`src/rtl/fetch_stage.sv`:
```
// Instruction fetch stage: owns the PC, issues one word fetch at a time to
// instruction memory and hands each fetched word plus its PC to decode.
// Redirects from the branch/jump unit squash whatever fetch is in flight.
// Optional build macro FETCH_MISALIGN_CHECK_EN: rejects redirects whose
// target is not word aligned and flags them on redirect_misaligned.

package riscv_pkg;
    parameter int XLEN = 32;
endpackage

module fetch_stage #(
    parameter int              XLEN     = riscv_pkg::XLEN,
    parameter logic [XLEN-1:0] RESET_PC = 32'h0000_0000
) (
    input  logic            clk,
    input  logic            rst,
    output logic            imem_req_valid,
    input  logic            imem_req_ready,
    output logic [XLEN-1:0] imem_req_addr,
    input  logic            imem_rsp_valid,
    input  logic [31:0]     imem_rsp_data,
    output logic            inst_valid,
    input  logic            inst_ready,
    output logic [31:0]     inst_data,
    output logic [XLEN-1:0] inst_pc,
    input  logic            redirect_valid,
    input  logic [XLEN-1:0] redirect_pc
`ifdef FETCH_MISALIGN_CHECK_EN
    ,
    output logic            redirect_misaligned
`endif
);

    // REQ: request on the bus, WAIT: response pending, HOLD: word offered to
    // decode, DROP: a squashed request still owes us one response.
    typedef enum logic [1:0] {S_REQ, S_WAIT, S_HOLD, S_DROP} state_t;

    state_t          state_q, state_d;
    logic [XLEN-1:0] pc_q;
    logic [XLEN-1:0] pc_fly;
    logic            req_fire;
    logic            redir_take;
    logic            rsp_in_wait;
    logic [XLEN-1:0] redir_pc_aligned;

    assign redir_pc_aligned = {redirect_pc[XLEN-1:2], 2'b00};

`ifdef FETCH_MISALIGN_CHECK_EN
    // A misaligned target is dropped entirely; only aligned redirects act.
    assign redir_take = redirect_valid & (redirect_pc[1:0] == 2'b00);

    // One-cycle flag for a rejected misaligned redirect.
    always_ff @(posedge clk) begin
        if (rst) redirect_misaligned <= 1'b0;
        else     redirect_misaligned <= redirect_valid & (redirect_pc[1:0] != 2'b00);
    end
`else
    // Low address bits of the target are simply forced to zero.
    assign redir_take = redirect_valid;
`endif

    assign imem_req_valid = (state_q == S_REQ) & ~rst;
    assign imem_req_addr  = pc_q;
    assign inst_valid     = (state_q == S_HOLD) & ~rst;
    assign req_fire       = imem_req_valid & imem_req_ready;
    assign rsp_in_wait    = (state_q == S_WAIT) & imem_rsp_valid;

    // State, PC bookkeeping and the decode-facing output registers.
    always_ff @(posedge clk) begin
        if (rst) begin
            state_q   <= S_REQ;
            pc_q      <= RESET_PC;
            pc_fly    <= RESET_PC;
            inst_data <= '0;
            inst_pc   <= '0;
        end else begin
            state_q <= state_d;
            if (req_fire)
                pc_fly <= pc_q;
            if (redir_take)
                pc_q <= redir_pc_aligned;
            else if (rsp_in_wait)
                pc_q <= pc_fly + XLEN'(4);
            if (rsp_in_wait && !redir_take) begin
                inst_data <= imem_rsp_data;
                inst_pc   <= pc_fly;
            end
        end
    end

    // Next-state: a redirect always wins, but any request already accepted
    // must still have its response drained through DROP.
    always_comb begin
        state_d = state_q;
        unique case (state_q)
            S_REQ: begin
                if (req_fire)
                    state_d = redir_take ? S_DROP : S_WAIT;
            end
            S_WAIT: begin
                if (imem_rsp_valid)
                    state_d = redir_take ? S_REQ : S_HOLD;
                else if (redir_take)
                    state_d = S_DROP;
            end
            S_HOLD: begin
                if (redir_take || inst_ready)
                    state_d = S_REQ;
            end
            S_DROP: begin
                // A redirect here only retargets pc_q; the owed response is
                // still the one that releases DROP, otherwise we would wait
                // forever for a second response that never comes.
                if (imem_rsp_valid)
                    state_d = S_REQ;
            end
            default: state_d = S_REQ;
        endcase
    end

endmodule

```
`config.mk`:
```
export PLATFORM = sky130hd
export DESIGN_NAME = fetch_stage
export DESIGN_NICKNAME = d
export VERILOG_FILES = /design/src/rtl/fetch_stage.sv
export SDC_FILE = /design/constraint.sdc
export NUM_CORES = 1
export LEC_CHECK = 0
export CAP_MARGIN = 25
export CORE_ASPECT_RATIO = 1.75
export CORE_MARGIN = 1
export CORE_UTILIZATION = 50
export CTS_CLUSTER_SIZE = 14
export DETAILED_ROUTE_END_ITERATION = 8
export GPL_ROUTABILITY_DRIVEN = 0
export HOLD_SLACK_MARGIN = 0.12
export PLACE_DENSITY = 0.84
export SLEW_MARGIN = 20
export SYNTH_ARGS = -nofsm -noshare
export SYNTH_HDL_FRONTEND = slang
export SYNTH_SLANG_ARGS = --single-unit
export TNS_END_PERCENT = 1
```
`constraint.sdc`:
```
create_clock -name clk -period 5.7 [get_ports clk]
set_input_delay 0.855 -clock clk [delete_from_list [all_inputs] [get_ports clk]]
set_output_delay 0.855 -clock clk [all_outputs]
set_load 0.01 [all_outputs]
```
==> run_results.csv, run 1 <==
group,metric,value,unit
run_status,outcome,"finished, final reports clean",
clock_tree,tritoncts,"yes",
setup_path,crit_path_end_kind,"flop",
drt,wl_met1,6.07,mm
drt,drc,0,
timing,slew-limit-headroom,0.318,
setup_path,regToRegSetupSlack,3.10,ns
drt,wl_met3,748,um
placement,port_buffers,165,
cells_and_area,final_nets,909,
synthesis,ys.flop_type,"dfxtp_1",
setup_path,crit_fanout,40,
synthesis,seq_area_frac_synth,0.466,
synthesis,synthArstFlopShare,0,
synthesis,synth.area.top_cells,"dfxtp_1 (47%), nand2_1 (13%), a21oi_1 (7.5%), nand2b_1 (3.1%), o21ai_0 (3.0%)",
timing,min_period,3.08,ns
synthesis,syn-instance-count,698,
synthesis,synth.distinct_cells,53,
synthesis,ys_ff_latch,130,
cells_and_area,diodes,0,
timing,setup_violations,0,
timing,fmax,325,MHz
clock_tree,insertion_delay,0.41,ns
power_and_ir_drop,p_sw_frac,0.224,
cells_and_area,final_layout_size_suffix_gt1_frac,0.0705,
clock_tree,h-tree-depth,4,
drt,viasPerCell,5.52,
power_and_ir_drop,sequentialPowerShare,0.402,
global_routing,grt_pass1_vias,5249,
synthesis,synth.most_common_cell,"nand2_1",
timing,tns,0,ns
drt,vias,5413,
global_routing,gr-total-overflow,0,
min_path,hold_path_class,"flop to flop",
power_and_ir_drop,peakVddDrop,0.267,mV
floorplan,num_rows,50,
power_and_ir_drop,leakagePower,0.00267,uW
floorplan,chipWidth,81.9,um
clock_tree,cts_setup_buffers,0,
floorplan,ioPinCount,168,
setup_path,cp.required,6.02,ns
floorplan,dieArea,11600,um^2
timing,rsz0062_at_grt,"no",
power_and_ir_drop,pwr_density_cell,307,nW/um^2
clock_tree,cts_buffers,17,
global_routing,antenna_found_initial,0,
clock_tree,root_buffer,"clkbuf_16",
clock_tree,clock_tree.buffer_depth,2,
synthesis,synth_top_cell_area_share,0.466,
global_routing,grt_first_pass_wirelength,24.9,mm
drt,dr.first_iter.drc_count,271,
synthesis,ys_warn_count,0,
synthesis,synth_nets,769,
drt,dr_wl_met2,8.72,mm
synthesis,synth_enable_flop_cells,0,
flow_run,cap_violations,0,
placement,dp_hpwl,10.8,mm
floorplan,die_h,142,um
power_and_ir_drop,p_sw,544,uW
drt,postRouteAntennaNets,0,
drt,drt-total-wl,16.0,mm
clock_tree,cts_hold_buf,0,
synthesis,syn_area_per_cell,8.00,um^2
power_and_ir_drop,p_int,1880,uW
drt,wl_per_cell,16.3,um
global_routing,grt.total_usage,0.279,
drt,dr.pass1.iters,5,
floorplan,coreArea,10800,um^2
global_routing,grt_start_max_net_pins,105,
setup_path,cp.arrival,3.40,ns
drt,dr.max_layer_used,"met4",
floorplan,initial_utilization,0.519,
synthesis,yosys-top-cells-count,"nand2_1 (200), dfxtp_1 (130), a21oi_1 (84), clkbuf_1 (40), o21ai_0 (34)",
synthesis,syn-cell-area,5580,um^2
timing,worst_slew_pin_slew,1.02,ns
cells_and_area,post-route-util,0.733,
cells_and_area,syn2layout_area_growth,41.3,%
power_and_ir_drop,pwr-share-clk,0.507,
setup_path,crit_path_start_kind,"input port",
timing,hold_viol,0,
clock_tree,cts_resized,0,
timing,maxSlewViolCount,0,
synthesis,yosysTopAreaCell,"dfxtp_1",
setup_path,critical_path_class,"input port to flop",
power_and_ir_drop,combPwrFrac,0.091,
clock_tree,cts_sinks,130,
clock_tree,clkTransAtPathRegs,0.06,ns
timing,fin_skew,0.00808,ns
timing,period_share,0.540,
[final timing paths]
kind                                     start           to  cells past startpoint
worst max register to register      state_q[0]  inst_pc[27]                      6
worst max-delay path            imem_rsp_valid  inst_pc[27]                      7
worst min-delay path               inst_pc[25]  inst_pc[25]                      2
worst min register to register     inst_pc[25]  inst_pc[25]                      2
[layer usage]
metal	GRT usage	vias to the layer above
li1	-	2644
met4	0.158	0
met2	0.493	195
met3	0.0521	38
met1	0.298	2536
met5	0	-
[layout by cell type, fill, tap and decap left out, drive strengths merged, types with 4 or more instances in the layout]
cell and n:
nor4 9, a21oi 84, xor2 7, a221oi 4, dfxtp 130, a2111oi 5
clkbuf 20, clkinv 5, inv 6, nor3 14, nand2b 28, clkdlybuf4s50 163
nand4 9, and3 4, xnor2 18, o31ai 7, nor2 29, bufinv 6
o22ai 7, a211o 4, nand3 14, nor2b 5, o21ai 34, nand2 200
buf 9
[layout make-up]
class | instances | area, um^2
clock inverter | 12 | 229
timing repair buffer | 172 | 1710
multi-input combinational | 512 | 2730
inverter | 5 | 18.8
tap | 130 | 163
clock buffer | 20 | 437
fill | 781 | 2870
sequential | 130 | 2600
[registers in the layout (all words and copies together), names as in the netlist]
signal         cells
inst_data         32
imem_req_addr     32
pc_fly            32
inst_pc           32
state_q            2
[metrics by stage]
step	setup slack [ns]	power [uW]	instance area (um^2)	cells	hold WS, ns
6_report	2.62	2420	7890	981	0.454
5_1_grt	2.48	2490	7890	981	0.475
4_1_cts	2.64	2440	7870	980	0.458
3_5_place_dp	2.22	1210	7200	948	0.449
3_3_place_gp	2.34	1200	7200	948	0.442
2_1_floorplan	3.19	1090	5580	698	0.445
[power by group through the flow]
| stage | clock (uW) | combinational [uW] | sequential [uW] |
|---|---|---|---|
| finish | 1230 | 220 | 975 |
| global route | 1280 | 238 | 978 |
| CTS | 1250 | 217 | 973 |
| detailed placement | 0 | 216 | 992 |
| global placement | 0 | 211 | 990 |
| floorplan | 0 | 102 | 992 |
[worst max-delay path: stages]
cell and delay (ns):
clkdlybuf4s50_1 0.54, nand3b_1 0.11, buf_4 0.27, nor2_4 0.78
buf_4 0.53, nand2_1 0.14, a21oi_1 0.15
[cell families (layout without fill, tap and decap cells)]
family                     Yosys count  count (layout)  synth area share
AOI/OAI and AO/OA                  154             154             0.162
buffers and inverters               56             209            0.0457
xor gates and xnor gates            25              25            0.0392
DFF                                130             130             0.466
adders and majority gates            1               1           0.00224
muxes                                4               4           0.00740
and+or+nand+nor                    328             328             0.277
(Power assumes the default switching activity.)
==> run 2: changes to the inputs <==
Settings changed: CORE_UTILIZATION 50 to 43, PLACE_DENSITY 0.84 to 0.77.
Clock period 5.7 ns to 2.5 ns, I/O delays scaled along.
==> run 2 against run 1 <==
Net effect: clock skew is 0.0012 ns lower; total power grew 110%; utilization fell by 9.7 points; global-route usage fell by 2.5 points; largest cell class unchanged; largest power group unchanged.
==> run_results.csv, run 2 (synthesis gave the netlist of run 1 again) <==
group,metric,value,unit
run_status,outcome,"finished, final reports clean",
drt,dr.pass1.iters,4,
timing,fin_skew,0.00688,ns
flow_run,cap_violations,0,
setup_path,crit_path_end_kind,"primary output",
cells_and_area,final_nets,919,
cells_and_area,final_layout_size_suffix_gt1_frac,0.0848,
cells_and_area,diodes,0,
floorplan,num_rows,54,
global_routing,grt_start_max_net_pins,83,
global_routing,antenna_found_initial,0,
timing,hold_viol,0,
global_routing,grt_pass1_vias,5489,
floorplan,chipWidth,88.1,um
floorplan,dieArea,13500,um^2
clock_tree,h-tree-depth,4,
placement,port_buffers,165,
clock_tree,cts_setup_buffers,0,
setup_path,crit_path_start_kind,"flop",
cells_and_area,final_cell_mix,"nand2_1 (200), clkdlybuf4s50_1 (163), dfxtp_1 (130)",
cells_and_area,syn2layout_area_growth,43.3,%
clock_tree,root_buffer,"clkbuf_16",
power_and_ir_drop,leakagePower,0.00271,uW
timing,rsz0062_at_grt,"no",
floorplan,coreArea,12600,um^2
setup_path,critical_path_class,"flop to primary output",
clock_tree,cts_hold_buf,0,
timing,maxSlewViolCount,0,
cells_and_area,layout_commonest_cell,"nand2_1",
timing,period_share,0.830,
drt,vias,5419,
clock_tree,clock_tree.buffer_depth,2,
floorplan,ioPinCount,168,
min_path,hold_path_class,"input port to flop",
floorplan,die_h,153,um
global_routing,grt_first_pass_wirelength,26.5,mm
timing,finalWorstSetupSlack,0.425,ns
timing,slew-limit-headroom,0.457,
setup_path,cp.arrival,1.70,ns
drt,wl_per_cell,15.9,um
timing,fmax,482,MHz
global_routing,gr-total-overflow,0,
drt,drt-total-wl,16.3,mm
setup_path,cp.required,2.12,ns
drt,viasPerCell,5.27,
placement,place_ws,0.0987,ns
drt,drc,0,
timing,tns,0,ns
clock_tree,cts_buffers,17,
timing,worst_slew_pin_slew,0.814,ns
clock_tree,cts_sinks,130,
setup_path,crit_fanout,7,
clock_tree,tritoncts,"yes",
clock_tree,clkTransAtPathRegs,0.06,ns
cells_and_area,instances_no_fill,1029,
power_and_ir_drop,pwr_density_cell,647,nW/um^2
drt,dr.first_iter.drc_count,283,
power_and_ir_drop,peakVddDrop,0.579,mV
timing,min_period,2.07,ns
timing,setup_violations,0,
placement,dp_hpwl,11.4,mm
drt,postRouteAntennaNets,0,
clock_tree,cts_resized,0,
floorplan,initial_utilization,0.444,
clock_tree,insertion_delay,0.41,ns
placement,numPlacedInstances,997,
global_routing,grt.total_usage,0.253,
## run 2: changes by cell type in the layout (fill, tap and decap cells not counted)
cell / before / now
buf_4: 7 / 12
clkbuf_1: 3 / 0
clkinv_4: 4 / 3
clkinvlp_4: 0 / 2
clkbuf_8: 0 / 2
buf_12: 1 / 6
clkinv_2: 1 / 5
bufinv_16: 6 / 2
## run 2: cell type report
type,instances,area [um^2]
Clock buffer,19,453
Clock inverter,13,135
Fill cell,1078,4570
Inverter,5,18.8
Multi-Input combinational cell,512,2730
Sequential cell,130,2600
Tap cell,168,210
Timing Repair Buffer,182,1850
## run 2: worst paths after layout
path | start | end | slack (ns) | cells past startpoint
min | redirect_valid | imem_req_addr[17] | 0.41 | 3
min reg2reg | inst_data[4] | inst_data[4] | 0.45 | 2
max reg2reg | pc_fly[2] | imem_req_addr[28] | 0.46 | 6
max | state_q[1] | inst_valid | 0.43 | 2
## run 2: metrics by stage
| stage | total power [uW] | utilization | area, um^2 | hold WS (ns) |
|---|---|---|---|---|
| 6_report | 5170 | 0.636 | 8000 | 0.415 |
| 5_1_grt | 5360 | 0.636 | 8000 | 0.423 |
| 4_1_cts | 5200 | 0.636 | 8000 | 0.402 |
| 3_5_place_dp | 2780 | 0.590 | 7410 | 0.447 |
| 3_3_place_gp | 2770 | 0.590 | 7410 | 0.441 |
| 2_1_floorplan | 2490 | - | 5580 | 0.445 |
## run 2: power breakdown
| group | internal [uW] | switching, uW | total (uW) |
|---|---|---|---|
| logic | 277 | 247 | 524 |
| registers | 2140 | 74.0 | 2220 |
| clock network | 1520 | 913 | 2430 |
## run 2: layer usage
metal  global-route usage  part of all wire  wire, um
met5                    0                 0         0
met4                0.144             0.041       669
met3               0.0395             0.038       621
met1                0.270              0.37      6120
met2                0.456              0.55      8910
## run 2: worst max-delay path, cell delays in order, from the launching register on
cell	delay, ns
dfxtp_1	0.42
nor3b_1	0.27
clkdlybuf4s50_1	0.61
==> run 3: changes to the inputs <==
Settings changed: CORE_UTILIZATION 43 to 47, PLACE_DENSITY 0.77 to 0.8.
Clock period 2.5 ns to 2.06 ns, I/O delays scaled along.
==> run 3 against run 2 <==
Net effect: the flow now finishes with violations (design-rule violations); clock-buffer cell count rose by 2; clock skew rose by 0.0021 ns; utilization rose by 6.8 points; via count rose by 3.8%; sequential power rose by 21%; hold slack got worse by 0.11 ns; die area fell by 8.4%; clock power rose by 37%; combinational power rose by 27%; critical path depth did not move; cell area rose by 2.0%; register-to-register slack got worse by 0.36 ns; critical path type unchanged.
==> run_results.csv, run 3 (synthesis gave the netlist of run 1 again) <==
group,metric,value,unit
clock_tree,cts_hold_buf,0,
setup_path,slowest_delay,0.60,ns
timing,min_period,1.96,ns
clock_tree,insertion_delay,0.41,ns
placement,port_buffers,165,
flow_run,cap_violations,0,
setup_path,crit_fanout,9,
cells_and_area,final_layout_size_suffix_gt1_frac,0.106,
power_and_ir_drop,peakVddDrop,0.585,mV
power_and_ir_drop,pwr_density_cell,820,nW/um^2
cells_and_area,seq_area,2600,um^2
timing,period_share,0.949,
setup_path,cp.arrival,1.65,ns
setup_path,reg2reg_from,"pc_fly[13]",
floorplan,chipWidth,84.4,um
setup_path,critPathBufInv,1,
min_path,hp-start,"rst",
drt,wl_per_cell,16.5,um
global_routing,gr-total-overflow,0,
setup_path,critical_path_class,"flop to primary output",
cells_and_area,multiInputGateArea,2740,um^2
min_path,hold_path_class,"input port to flop",
drt,drc,8,
setup_path,crit_path_start_kind,"flop",
drt,vias,5623,
timing,slew-limit-headroom,0.711,
timing,worst_slew_pin_slew,0.431,ns
power_and_ir_drop,leakagePower,0.00283,uW
setup_path,critPathSlowestCell,"clkdlybuf4s50_1",
floorplan,initial_utilization,0.482,
timing,fmax,511,MHz
global_routing,grt_first_pass_wirelength,26.6,mm
clock_tree,cts_setup_buffers,0,
timing,fin_skew,0.00902,ns
setup_path,critPathTopFamily,"buffers and inverters",
global_routing,antenna_found_initial,0,
timing,tns,0,ns
clock_tree,cts_sinks,130,
run_status,outcome,"finished, violations left",
clock_tree,clock_tree.buffer_depth,2,
timing,setup_violations,0,
timing,maxSlewViolCount,0,
drt,viasPerCell,5.54,
clock_tree,tritoncts,"yes",
floorplan,ioPinCount,168,
global_routing,grt_pass1_vias,5600,
cells_and_area,final_cell_mix,"nand2_1 (200), clkdlybuf4s50_1 (163), dfxtp_1 (129)",
timing,rsz0062_at_grt,"no",
setup_path,crit_path_end_kind,"primary output",
floorplan,coreArea,11600,um^2
cells_and_area,layout_commonest_cell,"nand2_1",
run_status,violations,"design-rule violations",
cells_and_area,diodes,0,
timing,hold_viol,0,
floorplan,dieArea,12300,um^2
drt,dr.first_iter.drc_count,313,
setup_path,cp.required,1.75,ns
global_routing,grt.total_usage,0.273,
clock_tree,cts_buffers,17,
setup_path,path_cells,"nor3_1, clkdlybuf4s50_1",
floorplan,num_rows,52,
drt,drt-total-wl,16.7,mm
cells_and_area,num-fill-cells,904,
cells_and_area,final_nets,938,
clock_tree,cts_resized,0,
clock_tree,h-tree-depth,4,
drt,postRouteAntennaNets,0,
power_and_ir_drop,finalPower,6690,uW
cells_and_area,syn2layout_area_growth,46.2,%
clock_tree,clkTransAtPathRegs,0.06,ns
setup_path,crit_start,"state_q[0]",
floorplan,die_h,146,um
global_routing,grt_start_max_net_pins,101,
drt,dr.pass1.iters,9,
placement,dp_hpwl,11.6,mm
clock_tree,root_buffer,"clkbuf_16",
## run 3: cell types whose count changed in the layout (fill, tap and decap cells not counted), sizes merged
| cell | previous run | this run |
|---|---|---|
| clkinv | 8 | 4 |
| clkinvlp | 2 | 1 |
| clkbuf | 19 | 21 |
| bufinv | 2 | 5 |
| buf | 19 | 38 |
## run 3: cell type report
cell class | count | area share
repair buffers | 201 | 0.241
multi-input cells | 512 | 0.336
well taps | 135 | 0.0207
flip-flops and latches | 130 | 0.319
inverters | 5 | 0.00230
clock inverters | 11 | 0.0247
clock buffers | 21 | 0.0564
## run 3: worst paths after layout
path	to	slack, ns	cells after the start
worst max-delay path	imem_req_valid	0.10	2
worst min-delay path	inst_data[29]	0.30	2
worst max register to register	imem_req_addr[27]	0.10	5
worst min register to register	inst_pc[29]	0.45	2
## run 3: through the flow
| stage | setup slack (ns) | cells | cell area (um^2) | util | hold WS [ns] |
|---|---|---|---|---|---|
| 3_3_place_gp | 0.0804 | 983 | 7480 | 0.646 | 0.441 |
| 2_1_floorplan | 0.243 | 698 | 5580 | - | 0.445 |
| 5_1_grt | 0.00446 | 1015 | 8160 | 0.705 | 0.314 |
| 4_1_cts | 0.0532 | 1015 | 8150 | 0.703 | 0.286 |
| 6_report | 0.105 | 1015 | 8160 | 0.705 | 0.303 |
| 3_5_place_dp | 0.0754 | 983 | 7480 | 0.646 | 0.446 |
## run 3: worst reg2reg max path, delay by kind of cell (launching register included)
| family | cells | cell delay [ns] |
|---|---|---|
| simple gates | 3 | 0.88 |
| xor+xnor | 1 | 0.14 |
| flops | 1 | 0.44 |
| compound gates | 1 | 0.38 |
## run 3: layer usage
metal  track usage  wire length [um]
met1         0.284              6220
met2         0.502              8980
met3        0.0537               770
met4         0.158               759
met5             0                 0
## run 3: report_power, final
group | switching (uW) | internal (uW) | leakage [uW]
Sequential | 82.3 | 2600 | 0.00106
Combinational | 316 | 349 | 0.00145
Clock | 1120 | 2220 | 0.000318
Total | 1520 | 5170 | 0.00283
